$ cat src/rtl/mux_nin_pipe.sv
// mux_nin_pipe: registered N-input selector with valid/ready on both sides.
// Output register plus a one-entry skid register. in_ready is simply "skid
// empty", so it is a flop and never sees out_ready combinationally.
module mux_nin_pipe #(
  parameter int WIDTH = 32,
  parameter int N_IN  = 4,
  parameter int SEL_W = 2
) (
  input  logic                  sysclk,
  input  logic                  cpu_resetn,
  input  logic                  in_valid,
  output logic                  in_ready,
  input  logic [SEL_W-1:0]      mux_s,
  input  logic [N_IN*WIDTH-1:0] mux_in,
  output logic                  out_valid,
  input  logic                  out_ready,
  output logic [WIDTH-1:0]      mux_out,
  output logic [SEL_W-1:0]      out_sel,
  output logic                  sel_err,
  input  logic                  err_clr
);

  typedef struct packed {
    logic [SEL_W-1:0] sel;
    logic [WIDTH-1:0] data;
  } item_t;

  logic [N_IN-1:0][WIDTH-1:0] in_arr;
  assign in_arr = mux_in;

  item_t new_item;
  logic  in_range;
  logic  acc, drain;

  item_t out_q, out_d, skid_q, skid_d;
  logic  out_vld_q, out_vld_d;
  logic  skid_vld_q, skid_vld_d;
  logic  err_q, err_d;

  assign acc   = in_valid && !skid_vld_q;
  assign drain = out_vld_q && out_ready;

  // Decode the select; an out-of-range select yields zero data.
  always_comb begin
    new_item.sel  = mux_s;
    new_item.data = '0;
    in_range      = 1'b0;
    for (int k = 0; k < N_IN; k++) begin
      if (mux_s == SEL_W'(k)) begin
        new_item.data = in_arr[k];
        in_range      = 1'b1;
      end
    end
  end

  // Storage next state: the output slot refills from skid first, then from
  // the input; the skid only fills when the output slot is held.
  always_comb begin
    out_d      = out_q;
    out_vld_d  = out_vld_q;
    skid_d     = skid_q;
    skid_vld_d = skid_vld_q;
    if (!out_vld_q || drain) begin
      out_vld_d = skid_vld_q || acc;
      if (skid_vld_q) begin
        out_d      = skid_q;
        skid_vld_d = 1'b0;
      end else if (acc) begin
        out_d = new_item;
      end
    end else if (acc) begin
      skid_d     = new_item;
      skid_vld_d = 1'b1;
    end
  end

  // Sticky error: a bad accept beats a simultaneous clear.
  always_comb begin
    err_d = err_q;
    if (acc && !in_range) err_d = 1'b1;
    else if (err_clr)     err_d = 1'b0;
  end

  // State registers with synchronous active-low reset.
  always_ff @(posedge sysclk) begin
    if (!cpu_resetn) begin
      out_q      <= '0;
      out_vld_q  <= 1'b0;
      skid_q     <= '0;
      skid_vld_q <= 1'b0;
      err_q      <= 1'b0;
    end else begin
      out_q      <= out_d;
      out_vld_q  <= out_vld_d;
      skid_q     <= skid_d;
      skid_vld_q <= skid_vld_d;
      err_q      <= err_d;
    end
  end

  assign in_ready  = !skid_vld_q;
  assign out_valid = out_vld_q;
  assign mux_out   = out_q.data;
  assign out_sel   = out_q.sel;
  assign sel_err   = err_q;

endmodule

$ cat config.mk
export PLATFORM = sky130hd
export DESIGN_NAME = mux_nin_pipe
export DESIGN_NICKNAME = d
export VERILOG_FILES = /design/src/rtl/mux_nin_pipe.sv
export SDC_FILE = /design/constraint.sdc
export NUM_CORES = 1
export LEC_CHECK = 0
export CORE_MARGIN = 2
export CORE_UTILIZATION = 45
export DETAILED_ROUTE_END_ITERATION = 12
export GPL_ROUTABILITY_DRIVEN = 1
export GPL_TIMING_DRIVEN = 0
export PLACE_DENSITY = 0.86
export SYNTH_ARGS = -nofsm -noshare
export SYNTH_HDL_FRONTEND = slang
export SYNTH_SLANG_ARGS = --single-unit
$ cat constraint.sdc
create_clock -name sysclk -period 4 [get_ports sysclk]
set_clock_uncertainty 0.15 [all_clocks]
set_input_delay 0.6 -clock sysclk [delete_from_list [all_inputs] [get_ports sysclk]]
set_output_delay 0.6 -clock sysclk [all_outputs]
set_load 0.03 [all_outputs]
==> flow_summary_export.csv, run 1 <==
group,metric,value,unit
run_status,status,"complete, no violations",
layout,design_area,5760,um^2
placed_design,gp_congestion,0.772,
detailed_routing,top_layer_used,"met4",
logic_synthesis,ys_seq_area_share,37.7,%
detailed_routing,drt_iter0_drc,91,
logic_synthesis,netlist_instances,287,
critical_path,path_delay_family,"buffers and inverters",
timing,layout_min_cycle_time,2660,ps
cts,clock_latency,340,ps
placed_design,placed_cell_area,5590,um^2
critical_path,cp_num_buf_inv,4,
cts,hold_buffers,0,
detailed_routing,vias,3260,
layout,diodes,0,
layout,multi_input_area,2120,um^2
floorplan,ios,172,
grt,antenna_found_initial,0,
timing,finalSetupViolCount,0,
min_path,whs_path_depth,1,
logic_synthesis,muxShareOfSynthArea,30.2,%
logic_synthesis,synth_top_family_by_area,"multiplexers",
detailed_routing,postRouteAntennaNets,0,
grt,grt_first_pass_wirelength,16900,um
timing,max_slew_margin,57.8,%
grt,gr-usage-all-layers,24.1,%
detailed_routing,drc,0,
placed_design,hpwlAfterDp,7950,um
timing,tightest_slew,632,ps
detailed_routing,wire_per_inst,18.2,um
logic_synthesis,synth_seq_cells,71,
logic_synthesis,synthDistinctLibCells,24,
layout,fill_cells,590,
critical_path,worstPathArrival,1910,ps
cts,ctsResizeCount,0,
cts,cts-root-buf,"clkbuf_8",
critical_path,crit_chain,"clkbuf_2, clkinv_1, buf_6, clkdlybuf4s50_1",
critical_path,start_kind,"flop",
floorplan,initial_core_util,46.1,%
critical_path,critical-path-slowest-cell,"clkdlybuf4s50_1",
timing,setup_tns,0,ps
detailed_routing,via_per_inst,5.67,
timing,fmax,376,MHz
floorplan,die_area,9120,um^2
timing,timing.final.crit_share,66.5,%
layout,drive_gt1_share,24.5,%
detailed_routing,wl_met3,657,um
timing,rsz0062_at_grt,"false",
logic_synthesis,synth_compound_area_share,24.1,%
cts,cts_buffers,9,
cts,cts.sinks,71,
detailed_routing,routed_wl,10500,um
logic_synthesis,synth_xor_area_share,0,%
pwr,p_per_area,310,nW/um^2
critical_path,r2r-start,"skid_vld_q$_SDFFE_PP0P_",
logic_synthesis,syn_avg_cell_area,13.1,um^2
logic_synthesis,syn-num-nets,422,
critical_path,path_max_fanout,10,
floorplan,coreArea,8180,um^2
grt,grt_max_degree,11,
placed_design,io_buffers,169,
detailed_routing,wl_met1,4160,um
layout,syn_to_final_growth,52.7,%
layout,final_nets,602,
cts,tritoncts,"yes",
timing,hold_violations,0,
critical_path,startpoint,"skid_vld_q$_SDFFE_PP0P_",
pwr,leakagePower,2.41,nW
layout,regArea,1420,um^2
flow_run,maxCapViolCount,0,
critical_path,crit_type,"flop to output pin",
critical_path,slowest_delay,600,ps
detailed_routing,drt_pass1_iterations,4,
grt,grt_pass1_vias,3467,
detailed_routing,met2_length,5510,um
min_path,hold_class,"flop to flop",
critical_path,worstSetupEndpointType,"output pin",
cts,post_cts_buffers,0,
critical_path,r2r_cells,6,
logic_synthesis,syn-cell-area,3770,um^2
critical_path,cp.depth,4,
timing,slew_violations,0,
logic_synthesis,synth-simple-area-share,1.86,%
min_path,min-delay-start,"skid_q[2]$_SDFFE_PN0P_",
logic_synthesis,synth_adder_area_share,0,%
grt,grt-ovfl-total,0,
cts,cts_buffer_depth,2,
critical_path,required,3250,ps
pwr,irDropWorstVdd,0.165,mV
cts,htreeDepth,3,
cts,clkTransAtPathRegs,70,ps
floorplan,rows,33,
logic_synthesis,yosysWarnings,0,
floorplan,die_width,95.5,um
floorplan,die_h,95.5,um
-- placed cells by master, fill, tap and decap left out --
cell type	netlist	final
clkinv_2	0	1
clkinv_1	1	1
dfxtp_1	71	71
mux4_2	28	28
and2_1	1	1
mux4_1	4	4
o211a_1	34	34
mux2_2	34	34
clkbuf_2	1	1
mux2i_1	2	2
buf_2	11	11
and4bb_2	1	1
buf_12	3	3
a22o_2	20	20
nand2_1	1	1
and3b_1	1	1
clkdlybuf4s50_1	0	169
buf_6	4	4
or2_2	1	1
nor2_1	2	2
o21bai_1	34	34
nor2b_1	4	4
buf_1	1	1
a22o_1	12	12
o31a_1	1	1
clkbuf_8	0	11
clkbuf_1	15	17
-- path summary, 6_finish.rpt --
path,to,slack (ps)
worst max-delay path,in_ready,1340
worst min register to register,skid_q[2]$_SDFFE_PN0P_,330
worst min-delay path,skid_q[2]$_SDFFE_PN0P_,330
worst max register to register,mux_out[0]$_SDFFE_PN0P_,2050
-- power by group --
group	total [W]	switching (W)	internal (W)	leakage (nW)
registers	0.000770	0.0000206	0.000750	0.582
logic	0.000516	0.000208	0.000308	1.74
clock network	0.000498	0.000246	0.000252	0.0854
total	0.00178	0.000475	0.00131	2.41
-- Yosys cell counts --
cell type | number | area, um^2
buf_1 | 1 | 3.75
and2_1 | 1 | 6.26
clkbuf_2 | 1 | 5.00
a22o_1 | 12 | 105
dfxtp_1 | 71 | 1420
mux4_2 | 28 | 631
and4bb_2 | 1 | 12.5
clkinv_1 | 1 | 3.75
mux2_2 | 34 | 383
o211a_1 | 34 | 340
nor2_1 | 2 | 7.51
clkbuf_1 | 15 | 56.3
buf_6 | 4 | 45.0
mux2i_1 | 2 | 20.0
nand2_1 | 1 | 3.75
buf_2 | 11 | 55.1
buf_12 | 3 | 60.1
o31a_1 | 1 | 8.76
o21bai_1 | 34 | 255
mux4_1 | 4 | 105
and3b_1 | 1 | 8.76
a22o_2 | 20 | 200
nor2b_1 | 4 | 25.0
or2_2 | 1 | 6.26
-- state kept, by name, indices dropped and copies added (netlist names) --
register    count
out_sel         2
mux_out        32
skid_q         34
out_valid       1
skid_vld_q      1
sel_err         1
-- metrics by stage --
step	hold WS (ps)	total power [W]	setup slack (ps)	util, %	instances
finish	326	0.00178	1340	70.4	575
global route	345	0.00186	1230	70.4	575
CTS	330	0.00179	1310	70.4	575
detailed placement	309	0.00130	1440	68.4	561
global placement	302	0.00129	1460	68.4	561
floorplan	288	0.00106	1850	-	287
-- area by class of cell --
class                           instances  area share [%]
Clock inverter                          1          0.0870
Sequential cell                        71            24.7
Inverter                                1          0.0652
Multi-Input combinational cell        180            36.8
Buffer                                 35            3.91
Timing Repair Buffer                  169            29.4
Tap cell                              105            2.28
Clock buffer                           13            2.76
-- logic make-up after synthesis --
family,Yosys count
muxes,68
AOI/OAI and AO/OA,101
and+or+nand+nor,11
buffers and inverters,36
DFF,71
-- routing by layer --
layer | GRT usage (%) | up-vias
li1 | - | 1508
met1 | 28.6 | 1631
met4 | 6.31 | 0
met3 | 5.61 | 13
met5 | 0 | -
met2 | 43.8 | 108
Note: power is estimated with default switching activity, not from simulation.
==> run 2: changes to the inputs <==
- CORE_UTILIZATION: 45 -> 38
- PLACE_DENSITY: 0.86 -> 0.77
- clock period: 4 -> 2.28 ns (I/O delays scaled with it)
==> flow_summary_export.csv, run 2 (synthesis results as in run 1) <==
group,metric,value,unit
floorplan,die_width,104,um
layout,design_area,5830,um^2
critical_path,cp_num_buf_inv,4,
detailed_routing,drc,0,
timing,hold-worst-slack,325,ps
timing,fmax,488,MHz
min_path,hold_class,"flop to flop",
cts,cts_buffers,9,
critical_path,critical-path-slowest-cell,"dlygate4sd2_1",
critical_path,crit_chain,"clkbuf_2, clkinv_2, buf_6, dlygate4sd2_1",
critical_path,worstPathArrival,1560,ps
critical_path,slowest_delay,360,ps
pwr,irDropWorstVdd,0.326,mV
timing,rsz0062_at_grt,"false",
critical_path,path_max_fanout,10,
timing,timing.final.crit_share,89.9,%
layout,final_cell_mix,"clkdlybuf4s50_1, dfxtp_1, mux2_2, o21bai_1, o211a_1",
flow_run,maxCapViolCount,0,
floorplan,initial_core_util,38.9,%
pwr,total_power,0.00330,W
detailed_routing,wire_per_inst,17.5,um
detailed_routing,via_per_inst,5.26,
timing,max_slew_margin,59.4,%
layout,final_nets,602,
layout,fin_util,60.2,%
layout,syn_to_final_growth,54.8,%
layout,drive_gt1_share,25.4,%
placed_design,place_ws,-29.6,ps
detailed_routing,postRouteAntennaNets,0,
critical_path,start_kind,"flop",
cts,post_cts_buffers,0,
floorplan,die_h,104,um
critical_path,crit_type,"flop to output pin",
cts,tritoncts,"yes",
grt,grt_first_pass_wirelength,17100,um
cts,cts-root-buf,"clkbuf_8",
placed_design,gp_congestion,0.737,
cts,cts.sinks,71,
timing,slew_violations,0,
timing,hold_violations,0,
floorplan,rows,36,
detailed_routing,drt_iter0_drc,79,
layout,layout_commonest_cell,"clkdlybuf4s50_1",
layout,diodes,0,
pwr,p_per_area,565,nW/um^2
detailed_routing,routed_wl,10600,um
timing,tightest_slew,609,ps
grt,gr-usage-all-layers,20.0,%
cts,htreeDepth,3,
cts,cts_buffer_depth,2,
grt,antenna_found_initial,0,
pwr,leakagePower,2.42,nW
detailed_routing,drt_pass1_iterations,4,
placed_design,hpwlAfterDp,8000,um
floorplan,ios,172,
timing,finalSetupViolCount,0,
grt,grt_pass1_vias,3389,
cts,hold_buffers,0,
placed_design,placed_cell_area,5630,um^2
timing,setup_slack,230,ps
cts,clkTransAtPathRegs,70,ps
layout,largest_reg_flops,34,
critical_path,path_delay_family,"buffers and inverters",
cts,ctsResizeCount,2,
floorplan,coreArea,9680,um^2
placed_design,io_buffers,169,
layout,regMostFlops,"skid_q",
run_status,status,"complete, no violations",
detailed_routing,vias,3180,
cts,clock_latency,330,ps
timing,layout_min_cycle_time,2050,ps
grt,grt-ovfl-total,0,
floorplan,die_area,10700,um^2
critical_path,worstSetupEndpointType,"output pin",
critical_path,required,1790,ps
grt,grt_max_degree,13,
-- run 2: cell count changes in the layout (fill, tap and decap cells not counted) --
cell,previous run,this run
clkdlybuf4s50_1,169,168
clkinv_2,1,3
clkinv_1,1,0
clkinv_4,0,1
clkbuf_1,17,15
clkinvlp_4,0,1
bufinv_16,0,1
dlygate4sd2_1,0,1
-- run 2: power by group --
group	switching, W	internal, W
Clock	0.000480	0.000563
Sequential	0.0000362	0.00131
Combinational	0.000363	0.000540
Total	0.000880	0.00242
-- run 2: final cells by class --
cell class | count | area, um^2
flip-flops and latches | 71 | 1420
clock buffers | 11 | 151
multi-input cells | 180 | 2120
plain buffers | 35 | 225
repair buffers | 169 | 1690
well taps | 133 | 166
inverters | 1 | 5.00
fillers | 794 | 3850
clock inverters | 5 | 56.3
-- run 2: routing by layer --
layer | GRT usage [%] | wire [um]
met1 | 24.0 | 4500
met3 | 4.85 | 580
met2 | 35.8 | 5350
met5 | 0 | 0
met4 | 5.50 | 130
-- run 2: worst paths after layout --
path,from,end,slack (ps),cells after the start
hold reg to reg,skid_q[30]$_SDFFE_PN0P_,skid_q[30]$_SDFFE_PN0P_,320,1
setup reg to reg,skid_vld_q$_SDFFE_PP0P_,mux_out[9]$_SDFFE_PN0P_,290,6
hold / removal,skid_q[30]$_SDFFE_PN0P_,skid_q[30]$_SDFFE_PN0P_,320,1
setup / recovery,skid_vld_q$_SDFFE_PP0P_,in_ready,230,4
-- run 2: metrics by stage --
step,instances,setup TNS (ps)
after floorplan,287,0
after global placement,589,-199
after detailed placement,589,-516
after CTS,605,0
after global routing,605,0
final,605,0
